<file path="config.mk">
export PLATFORM = sky130hd
export DESIGN_NAME = lsu_port
export DESIGN_NICKNAME = d
export VERILOG_FILES = /design/src/rtl/lsu_pkg.sv /design/src/rtl/lsu_extend.sv /design/src/rtl/lsu_port.sv
export SDC_FILE = /design/constraint.sdc
export NUM_CORES = 1
export LEC_CHECK = 0
export BUFFER_PORTS_ARGS = -buffer_cell sky130_fd_sc_hd__clkbuf_2
export CAP_MARGIN = 20
export CORE_AREA = 2 2 173 107
export DETAILED_ROUTE_END_ITERATION = 8
export DIE_AREA = 0 0 175 109
export PLACE_DENSITY = 0.84
export SLEW_MARGIN = 20
export SYNTH_ARGS = -nofsm -noshare
export SYNTH_HDL_FRONTEND = slang
export SYNTH_SLANG_ARGS = --single-unit
</file>
<file path="constraint.sdc">
create_clock -name clk -period 3.2 [get_ports clk]
set_input_delay 0.64 -clock clk [delete_from_list [all_inputs] [get_ports clk]]
set_output_delay 0.64 -clock clk [all_outputs]
set_load 0.03 [all_outputs]
</file>
<file path="src/rtl/lsu_pkg.sv">
// Shared types and constants for the load/store unit port.
// Holds funct3 codes, memory size codes, FSM states and the latched request.
package lsu_pkg;

    localparam int unsigned XLEN = 32;

    localparam logic [2:0] F3_B  = 3'b000;
    localparam logic [2:0] F3_H  = 3'b001;
    localparam logic [2:0] F3_W  = 3'b010;
    localparam logic [2:0] F3_BU = 3'b100;
    localparam logic [2:0] F3_HU = 3'b101;

    localparam logic [2:0] SZ_B    = 3'b000;
    localparam logic [2:0] SZ_H    = 3'b001;
    localparam logic [2:0] SZ_W    = 3'b010;
    localparam logic [2:0] SZ_IDLE = 3'b011;

    typedef enum logic [1:0] {
        IDLE,
        ACCESS,
        RESP
    } state_t;

    typedef struct packed {
        logic            we;
        logic [2:0]      funct3;
        logic [XLEN-1:0] addr;
        logic [XLEN-1:0] wdata;
        logic            split;
    } lsu_req_t;

    // Access width in bytes; only meaningful for legal funct3 codes.
    function automatic logic [2:0] nbytes_of(input logic [2:0] funct3);
        case (funct3[1:0])
            2'b00:   return 3'd1;
            2'b01:   return 3'd2;
            default: return 3'd4;
        endcase
    endfunction

endpackage

</file>
<file path="src/rtl/lsu_extend.sv">
// Load-data extension: sign- or zero-extends the assembled load value by funct3.
module lsu_extend
    import lsu_pkg::*;
(
    input  logic [XLEN-1:0] data,
    input  logic [2:0]      funct3,
    output logic [XLEN-1:0] result_c
);

    always_comb begin
        result_c = data;
        case (funct3)
            F3_B:    result_c = {{24{data[7]}}, data[7:0]};
            F3_H:    result_c = {{16{data[15]}}, data[15:0]};
            F3_BU:   result_c = {24'h0, data[7:0]};
            F3_HU:   result_c = {16'h0, data[15:0]};
            default: result_c = data;
        endcase
    end

endmodule

</file>
<file path="src/rtl/lsu_port.sv">
// Load/store unit port: accepts one core request at a time, drives the data
// memory (splitting misaligned accesses into byte beats) and returns a response pulse.
module lsu_port
    import lsu_pkg::*;
#(
    parameter int unsigned MEM_BYTES        = 4096,
    parameter bit          SPLIT_MISALIGNED = 1'b1
) (
    input  logic            clk,
    input  logic            rstN,
    input  logic            reqValid,
    output logic            reqReady,
    input  logic            reqWe,
    input  logic [2:0]      reqFunct3,
    input  logic [XLEN-1:0] reqAddr,
    input  logic [XLEN-1:0] reqWData,
    output logic            rspValid,
    output logic [XLEN-1:0] rspData,
    output logic            rspErr,
    output logic [XLEN-1:0] memAddr,
    output logic [XLEN-1:0] memWData,
    output logic [2:0]      memSize,
    output logic            memWEn,
    input  logic [XLEN-1:0] memRData
);

    state_t          state_q, state_d;
    lsu_req_t        req_q, req_d;
    logic [1:0]      beat_q, beat_d;
    logic [XLEN-1:0] asm_q, asm_d;
    logic            rsp_valid_d, rsp_err_d;
    logic [XLEN-1:0] rsp_data_d;
    logic [XLEN-1:0] ext_c;

    logic [2:0]      in_nbytes;
    logic [1:0]      in_mask;
    logic            in_f3_ok, in_range_ok, in_aligned, in_err;
    logic [1:0]      last_beat;

    // Incoming request classification, used only at acceptance.
    always_comb begin
        in_nbytes   = nbytes_of(reqFunct3);
        in_mask     = 2'(in_nbytes - 3'd1);
        in_aligned  = (reqAddr[1:0] & in_mask) == 2'b00;
        in_range_ok = ({1'b0, reqAddr} + 33'(in_nbytes) - 33'd1) < 33'(MEM_BYTES);
        case (reqFunct3)
            F3_B, F3_H, F3_W: in_f3_ok = 1'b1;
            F3_BU, F3_HU:     in_f3_ok = !reqWe;
            default:          in_f3_ok = 1'b0;
        endcase
        in_err = !in_f3_ok || !in_range_ok || (!in_aligned && !SPLIT_MISALIGNED);
    end

    assign last_beat = req_q.split ? 2'(nbytes_of(req_q.funct3) - 3'd1) : 2'd0;

    // Load assembly: byte lane per beat when split, full word otherwise.
    always_comb begin
        asm_d = asm_q;
        if (state_q == IDLE) begin
            asm_d = '0;
        end else if (state_q == ACCESS && !req_q.we) begin
            if (req_q.split) begin
                asm_d[{beat_q, 3'b000} +: 8] = memRData[7:0];
            end else begin
                asm_d = memRData;
            end
        end
    end

    lsu_extend u_extend (
        .data     (asm_d),
        .funct3   (req_q.funct3),
        .result_c (ext_c)
    );

    // Next-state, memory port and response decode.
    always_comb begin
        state_d     = state_q;
        req_d       = req_q;
        beat_d      = beat_q;
        rsp_valid_d = 1'b0;
        rsp_err_d   = 1'b0;
        rsp_data_d  = '0;
        reqReady    = 1'b0;
        memAddr     = '0;
        memWData    = '0;
        memSize     = SZ_IDLE;
        memWEn      = 1'b0;

        case (state_q)
            IDLE: begin
                reqReady = 1'b1;
                if (reqValid) begin
                    req_d.we     = reqWe;
                    req_d.funct3 = reqFunct3;
                    req_d.addr   = reqAddr;
                    req_d.wdata  = reqWData;
                    req_d.split  = !in_aligned;
                    beat_d       = 2'd0;
                    if (in_err) begin
                        state_d     = RESP;
                        rsp_valid_d = 1'b1;
                        rsp_err_d   = 1'b1;
                    end else begin
                        state_d = ACCESS;
                    end
                end
            end
            ACCESS: begin
                memWEn = req_q.we;
                if (req_q.split) begin
                    memAddr  = req_q.addr + XLEN'(beat_q);
                    memSize  = SZ_B;
                    memWData = {24'h0, req_q.wdata[{beat_q, 3'b000} +: 8]};
                end else begin
                    memAddr  = req_q.addr;
                    memSize  = {1'b0, req_q.funct3[1:0]};
                    memWData = req_q.wdata;
                end
                if (beat_q == last_beat) begin
                    state_d     = RESP;
                    rsp_valid_d = 1'b1;
                    rsp_data_d  = req_q.we ? '0 : ext_c;
                end else begin
                    beat_d = beat_q + 2'd1;
                end
            end
            RESP: begin
                state_d = IDLE;
            end
            default: begin
                state_d = IDLE;
            end
        endcase
    end

    always_ff @(posedge clk) begin
        if (!rstN) begin
            state_q  <= IDLE;
            req_q    <= '0;
            beat_q   <= 2'd0;
            asm_q    <= '0;
            rspValid <= 1'b0;
            rspErr   <= 1'b0;
            rspData  <= '0;
        end else begin
            state_q  <= state_d;
            req_q    <= req_d;
            beat_q   <= beat_d;
            asm_q    <= asm_d;
            rspValid <= rsp_valid_d;
            rspErr   <= rsp_err_d;
            rspData  <= rsp_data_d;
        end
    end

endmodule

</file>
==> summary.md, run 1 <==
The run finished with clean final reports. Summing every instance area after synthesis gives 8428 µm². The run gives 0.3302 as the sequential share of the synthesized area.

Data on the critical path is required at its endpoint by 2.56 ns. In this run the horizontal extent of the chip is 175 µm. Timing analysis after detailed placement gives a worst setup slack of -0.3864 ns. After synthesis the netlist holds a flip-flop and latch count of 139. CTS saw 139 sinks.

Of all nets on the critical path, the largest fanout is 7. For the number of iterations in the first detailed-routing pass, the log shows 5. The final clock period utilization by the worst path is 0.9945. Setup repair after global routing could not meet its margin everywhere. For the pin with the worst max-slew slack, the measured transition is 0.7764 ns. After synthesis, the netlist uses 71 different library cells. Detailed placement finished with a half-perimeter wire length of 20830 µm. The fraction of synthesis flops using an asynchronous set or reset pin was 0. Entering global routing, the biggest net connects 57 pins. The number of instances in the synthesized netlist was 1163. Setup violations remaining at the end of the flow were counted as 0. For the number of global-route vias before repair, the log shows 8793. The most used flip-flop cell after synthesis is sky130_fd_sc_hd__dfxtp_1. Power comes to 4.650 mW. Startpoint of the tightest hold check path: reqWData[30]. In the routed design, unresolved DRC markers number 0. Static timing analysis puts the maximum clock frequency at 314.2 MHz. Traced cell by cell, the critical path runs through inv_1 -> fa_2 -> nor2_4 -> and3_4 -> nand3_4 -> nor2_4 -> buf_6 -> nand2_4 -> xor2_2 -> nor2_4 -> buf_8. In this run the standard cell core region covers 17640 µm².

The tools report the end of the worst register-to-register path as rspData[24]$_SDFF_PP0_. The worst setup path is launched from a register. The logs give 0.29 ns for the reg2reg setup slack and 0 for the final number of hold-violating endpoints.

Routability-driven placement finished with a final weighted congestion of 0.9716. In this run the critical register-to-register path is launched from beat_q[0]$_SDFFE_PN0P_. The logs give 0.01754 ns for the worst clock skew and 0 for the remaining antenna violation count after routing.

The average vias per placed instance came out at 5.681. By area the synthesized netlist is led by sky130_fd_sc_hd__dfxtp_1 33%, sky130_fd_sc_hd__a21oi_1 9.7%, sky130_fd_sc_hd__nand2_1 9.1%. In this run the core area contains 38 standard-cell rows. Once placement finished, the instance area stood at 10220 µm².

After clock tree synthesis, the flow added hold-fix buffers numbering 0. For the total routed wirelength, the log shows 28570 µm. For this design the ratio of total power to cell area is 415.3 nW/µm². The headroom to the max-slew limit is 0.4824. Kind of capture point of the worst setup path: an output pin. Cell type contributing the most total cell area after synthesis: sky130_fd_sc_hd__dfxtp_1.

Counting along the longest clock path gives a buffer depth of 2. The largest single stage delay on the critical path is 0.44 ns. Count of H-tree levels built during CTS: 4.

The number of enable flip-flop cells after synthesis was 0. By startpoint and endpoint, the worst setup path is classified as reg -> out. TritonCTS built the clock tree. The library cell used most frequently in the layout, excluding fill and tap cells, is sky130_fd_sc_hd__nand2_1. The final layout contains 1554 nets. The logs give 11200 µm² for the final design instance area without fill and 0 for the number of diodes added for antenna fixing. Buffers inserted during clock tree synthesis total 17. For the global-route wire length before repair, the log shows 45130 µm. Count of synthesis-stage warnings from yosys: 0. The floorplan step defined a die boundary enclosing 19080 µm². The clock network latency to the later pin of the worst-skew pair came out at 0.42 ns. After routing, the total negative slack on setup checks comes to 0 ns. Fraction of layout cells with a size suffix above 1: 0.2865. The cell that appears most often on the critical path is sky130_fd_sc_hd__nor2_4. Path class of the lowest-slack min-delay path: in -> reg. The final critical-path setup slack is 0.01752 ns.

The global-route congestion overflow total was 0. The area share of the leading cell type in the synthesized netlist was 0.3302. The initial cell density of the core is 0.4778.

The detailed router finished its first iteration with 1136 violations. For the data arrival time at the worst-slack endpoint, the log shows 2.54 ns. The routed layout has 9454 vias.

The post-layout minimum cycle time was 3.182 ns; the global-route usage over all layers was 0.2964. The tree is rooted in a sky130_fd_sc_hd__clkbuf_16. The top cell types in the final layout, fill and taps aside, are 198 x sky130_fd_sc_hd__nand2_1, 190 x sky130_fd_sc_hd__clkbuf_2, 158 x sky130_fd_sc_hd__a21oi_1. After clock tree synthesis, the clock-pin slew on the worst setup and hold paths is 0.08 ns. For this design the static power due to leakage is 4.816 nW. The number of top-level pins is 206. The number of max-slew violations in the final report was 0. The path with the worst hold slack has its endpoint at req_q[31]$_SDFFE_PN0P_. For the initial antenna violation count, the log shows 0.

The worst-case IR drop observed on VDD is 325.1 µV. After synthesis, the mean cell area works out to 7.247 µm². The total of buffers placed on input and output ports was 204; the synthesized netlist net count was 1306. The number of cells on the worst hold path works out to 3. Measured along the y axis, the die boundary spans 109 µm. The number of max-capacitance violations reported came out at 0. The slowest stage of the critical path belongs to the cell sky130_fd_sc_hd__fa_2. The area added between synthesis and finish came out at 32.87%. Worst reg2reg path depth: 12.

The routed length per instance was 17.17 µm.
[worst max-delay path by stage]
| stage | depth (start not counted) | start | to |
|---|---|---|---|
| finish | 11 | req_q[34]$_SDFFE_PN0P_ | memAddr[24] |
| global route | 11 | req_q[34]$_SDFFE_PN0P_ | memAddr[24] |
| CTS | 10 | beat_q[0]$_SDFFE_PN0P_ | memAddr[22] |
| detailed placement | 14 | reqFunct3[1] | state_q[0]$_SDFFE_PN0P_ |
| global placement | 14 | reqFunct3[1] | state_q[0]$_SDFFE_PN0P_ |
| floorplan | 9 | beat_q[1]$_SDFFE_PN0P_ | memAddr[18] |
[what timing repair did]
action / 4_1_cts / 5_1_grt
buffers inserted: 3 / 4
pin swaps: 14 / 24
gates cloned: 0 / 0
resized for setup: 55 / 44
endpoints found under the setup margin: 24 / 31
[through the flow]
step / hold slack [ns] / util / instances
floorplan: 0.4332 / - / 1163
finish: 0.4442 / 0.6348 / 1664
detailed placement: 0.4452 / 0.5794 / 1626
global placement: 0.4382 / 0.5794 / 1626
global route: 0.4458 / 0.6348 / 1664
CTS: 0.4298 / 0.6257 / 1661
[kinds of logic (layout without fill, tap and decap cells)]
family	Yosys count	in the layout	share of synthesized area
flip-flops	139	139	0.3302
adder cells (fa/ha/maj)	40	40	0.06027
XOR/XNOR	35	35	0.03637
buffers and inverters	125	386	0.05805
AND/OR/NAND/NOR	495	495	0.2662
other	1	1	0.0004449
multiplexers	12	12	0.01440
AO/OA/AOI/OAI	316	316	0.2341
[registers in the layout, summed over array words and instances (netlist names)]
| name | count |
|---|---|
| rspData | 32 |
| beat_q | 2 |
| rspErr | 1 |
| asm_q | 32 |
| state_q | 2 |
| rspValid | 1 |
| req_q | 69 |
[layer usage]
| metal | GRT usage | share of wire |
|---|---|---|
| met5 | 0 | 0 |
| met4 | 0.07262 | 0.013 |
| met3 | 0.06032 | 0.088 |
| met2 | 0.4438 | 0.41 |
| met1 | 0.4344 | 0.49 |
[power by group]
group          switching, mW  internal (mW)  leakage [nW]  total [mW]
sequential            0.0537           1.79          1.14        1.84
combinational          0.503          0.351          3.40       0.854
clock                  0.919           1.04         0.280        1.96
total                   1.48           3.17          4.82        4.65
[Yosys cell counts, types with 9 or more instances]
master                     instances
sky130_fd_sc_hd__a221oi_1         25
sky130_fd_sc_hd__a21oi_1         164
sky130_fd_sc_hd__nor3_1           52
sky130_fd_sc_hd__nor2_1          117
sky130_fd_sc_hd__o31ai_1          12
sky130_fd_sc_hd__or3_1            30
sky130_fd_sc_hd__dfxtp_1         139
sky130_fd_sc_hd__inv_1            47
sky130_fd_sc_hd__o21ai_0          36
sky130_fd_sc_hd__nand4_1          16
sky130_fd_sc_hd__mux2i_1          11
sky130_fd_sc_hd__and3_1           40
sky130_fd_sc_hd__a21o_1            9
sky130_fd_sc_hd__xor2_1           22
sky130_fd_sc_hd__nand3_1          16
sky130_fd_sc_hd__xnor2_1          13
sky130_fd_sc_hd__ha_1             39
sky130_fd_sc_hd__nand2_1         204
sky130_fd_sc_hd__clkbuf_1         60
[worst max-delay path: cells and delay by family, from the launching register on]
| family | cells | cell delay [ns] |
|---|---|---|
| simple gates | 6 | 0.79 |
| xor+xnor | 1 | 0.17 |
| flops | 1 | 0.38 |
| buf+inv | 3 | 0.34 |
| fa+ha+maj | 1 | 0.44 |
[final cells by class]
type | count | area (µm²)
clock buffers | 17 | 425.4
multi-input cells | 899 | 5485
inverters | 53 | 198.9
well taps | 240 | 300.3
flip-flops and latches | 139 | 2794
fillers | 1612 | 6441
repair buffers | 301 | 1847
clock inverters | 15 | 147.6
No activity file was read; power rests on OpenSTA's default activity.
==> inputs of run 2 (changes only) <==
BUFFER_PORTS_ARGS = -buffer_cell sky130_fd_sc_hd__buf_4   (was -buffer_cell sky130_fd_sc_hd__clkbuf_2)
==> run 2 against run 1 <==
Against the previous run:
- the run now ends with negative setup slack left
- utilization is 2.4 points higher
- critical path depth is 2 lower
- combinational power is 4.2% higher
- first-iteration DRC count is 12% lower
- design area is 3.8% higher
- total power is 3.3% higher
- via count is 0.16% higher
- clock power is 6% higher
- highest routed layer unchanged
==> summary.md, run 2 (same netlist as run 1, synthesis figures left out) <==
The flow ran to the end, but the final reports show violations. The checks that failed: negative setup slack. Share of power burned in registers: 0.383.

The die covers 19080 µm². The most common cell after layout, fill and taps aside is sky130_fd_sc_hd__buf_4. The number of diodes added for antenna fixing came out at 0. The number of iterations in the first detailed-routing pass came out at 5. In the routed design, unresolved DRC markers number 0.

For the initial antenna violation count, the log shows 0. Clock-pin slew was measured on the worst setup and hold paths at 0.06 ns. Relative to the synthesized area, the layout overhead comes to 37.98%.

The path class of the lowest-slack min-delay path is reg -> reg. Ranked by flip-flop count, first place goes to req_q. The number of inserted filler cells in the final layout is 1573, and the routed length per instance is 17.33 µm. HPWL after detailed placement: 21020 µm. The run gives 0.5385 as the headroom to the max-slew limit.

The final layout contains 1551 nets. The logs give 206 for the number of top-level pins and 0.2960 for the global-route usage over all layers. The count of buffers added on input and output ports is 204. The clock network fraction of design power is 0.432. The worst clock skew came out at 0.01778 ns. The initial cell density of the core is 0.4778.

The internal power of the cells totals 3.354 mW. Setup repair after global routing could not meet its margin everywhere. The run gives 4 as the count of H-tree levels built during CTS. The data arrival time at the worst-slack endpoint was 2.61 ns. The run gives 0 as the final number of hold-violating endpoints. TritonCTS built the clock tree. The number of global-route vias before repair came out at 8488.

The final weighted congestion in routability-driven placement was 0.9265; the setup-violating endpoint count in the final report was 4. The worst setup path is launched from a register. The worst setup path is captured at an output pin.

For this run, the top clock speed supported by timing is 308.1 MHz. The total overflow left after global routing is 0. The cell family contributing the most delay on the critical path is simple AND/OR/NAND/NOR gates. The largest registers in the layout are req_q x69, asm_q x32, rspData x32.

The largest net degree at the start of global routing is 64. Across the VDD grid, the largest voltage drop is 345.4 µV. The transition time at the pin with the least slew margin was 0.6912 ns. Final clock period utilization by the worst path: 1.014. In the routed layout, each cell is associated on average with a via count of 5.701.

The combinational cell fraction of total power is 0.185. The first-iteration detailed-routing DRC count was 996. In the layout the commonest cells are 290 x sky130_fd_sc_hd__buf_4, 198 x sky130_fd_sc_hd__nand2_1, 158 x sky130_fd_sc_hd__a21oi_1. The global-route wire length before repair was 44860 µm. By startpoint and endpoint, the worst setup path is classified as reg -> out. Measured along the x axis, the die boundary spans 175 µm.

The maximum fanout encountered on the critical timing path is 7. The run gives 1661 as the count of placed standard cells in the final layout, fillers left out. Library cell contributing the largest single delay on the critical path: sky130_fd_sc_hd__fa_2. The total chip power was 4.804 mW; the remaining antenna violation count after routing was 0. The flip-flop count of the largest register, all copies and words added was 69; the leakage component of the power was 4.933 nW. Data on the critical path is required at its endpoint by 2.56 ns. The die is 109 µm tall.

In this design, the stage delay of the slowest critical-path cell is 0.42 ns. The number of max-slew violations in the final report was 0; the number of max-capacitance violations reported was 0. The switching portion of total power is 0.3018. Clock latency on the worst-skew pair, taken at its later pin, is 0.42 ns. The clock tree root buffer cell is sky130_fd_sc_hd__clkbuf_16. The final critical-path setup slack was -0.04606 ns; the switching power total was 1.450 mW. The tree built by TritonCTS fans out to 139 sinks. The buffer depth of the longest clock path was 2.

In this run, placement finished with an instance count of 1624. Total routed wirelength: 28780 µm. The power per unit of standard cell area was 413.1 nW/µm². Post-layout minimum cycle time: 3.246 ns. The fraction of layout cells with a size suffix above 1 works out to 0.2808.

The signal on the critical path passes through ha_4 -> inv_2 -> fa_2 -> nor2_4 -> and3_4 -> nand3_4 -> or3_1 -> a21oi_4 -> buf_4. The worst path buffer plus inverter count was 2. The tools report the core outline area as 17640 µm². The vias after detailed routing came out at 9469. Counting the buffers created by CTS gives 17.

After floorplanning, the core was divided into 38 placement rows.
==> run 2: cell types whose count changed in the layout (fill, tap and decap cells not counted), moves of 2 or more <==
cell                        before  now
sky130_fd_sc_hd__bufinv_16       0    2
sky130_fd_sc_hd__inv_6           5    7
sky130_fd_sc_hd__clkinv_4        4    2
sky130_fd_sc_hd__buf_2           2    0
sky130_fd_sc_hd__buf_8           7    0
sky130_fd_sc_hd__inv_1          44   46
sky130_fd_sc_hd__inv_2           5    3
sky130_fd_sc_hd__inv_8           4    2
sky130_fd_sc_hd__buf_4          97  290
sky130_fd_sc_hd__clkbuf_2      190    0
sky130_fd_sc_hd__buf_6           4    7
==> run 2: layout make-up <==
type	count	area, µm²	share of cell area
multi-input cells	899	5458	0.4693
flip-flops and latches	139	2794	0.2403
repair buffers	298	2276	0.1957
clock buffers	17	425.4	0.03658
well taps	240	300.3	0.02582
inverters	53	198.9	0.01711
clock inverters	15	176.4	0.01517
==> run 2: worst reg2reg max path: cells and delay by family, from the launching register on <==
family / cells / cell delay (ns)
simple gates: 4 / 1.12
flops: 1 / 0.36
buf+inv: 4 / 0.61
compound gates: 4 / 0.51
fa+ha+maj: 1 / 0.30
==> run 2: path summary, 6_finish.rpt <==
| check | start | endpoint | slack (ns) | depth (start not counted) |
|---|---|---|---|---|
| max | beat_q[0]$_SDFFE_PN0P_ | memAddr[18] | -0.05 | 9 |
| min | req_q[7]$_SDFFE_PN0P_ | req_q[7]$_SDFFE_PN0P_ | 0.45 | 2 |
| min reg2reg | req_q[7]$_SDFFE_PN0P_ | req_q[7]$_SDFFE_PN0P_ | 0.45 | 2 |
| max reg2reg | beat_q[0]$_SDFFE_PN0P_ | rspData[21]$_SDFF_PP0_ | 0.23 | 13 |
==> run 2: per-stage QoR <==
stage          TNS (ns)  cell area (µm²)  utilization  setup WS (ns)  hold slack, ns
2_1_floorplan         0             8499            -        0.01500          0.4332
3_5_place_dp     -1.459            10730       0.6082        -0.3664          0.4449
6_report        -0.1063            11630       0.6592       -0.04606          0.4539
4_1_cts               0            11480       0.6509       0.001664          0.4510
3_3_place_gp     -1.206            10730       0.6082        -0.3070          0.4393
5_1_grt         -0.8985            11630       0.6592        -0.1195          0.4596
==> run 2: timing repair <==
action                                  CTS  global route
resized for setup                        34            26
setup buffers                             2             4
hold buffers                              0             0
endpoints found under the setup margin   20            37
pin swaps                                 4            18
==> run 2: power by group through the flow <==
stage / clock, mW / combinational [mW] / sequential [mW]
finish: 2.08 / 0.890 / 1.84
global route: 2.18 / 0.971 / 1.84
CTS: 2.10 / 0.855 / 1.84
detailed placement: 0 / 0.848 / 1.87
global placement: 0 / 0.838 / 1.87
floorplan: 0 / 0.492 / 1.86
==> run 2: layer usage <==
| layer | vias up | part of all wire | track usage | routed length [µm] |
|---|---|---|---|---|
| met3 | 35 | 0.10 | 0.06102 | 3005 |
| met5 | - | 0 | 0 | 0 |
| met2 | 480 | 0.41 | 0.4396 | 11790 |
| met4 | 0 | 0.014 | 0.06369 | 399 |
| li1 | 4573 | - | - | - |
| met1 | 4381 | 0.47 | 0.4396 | 13590 |
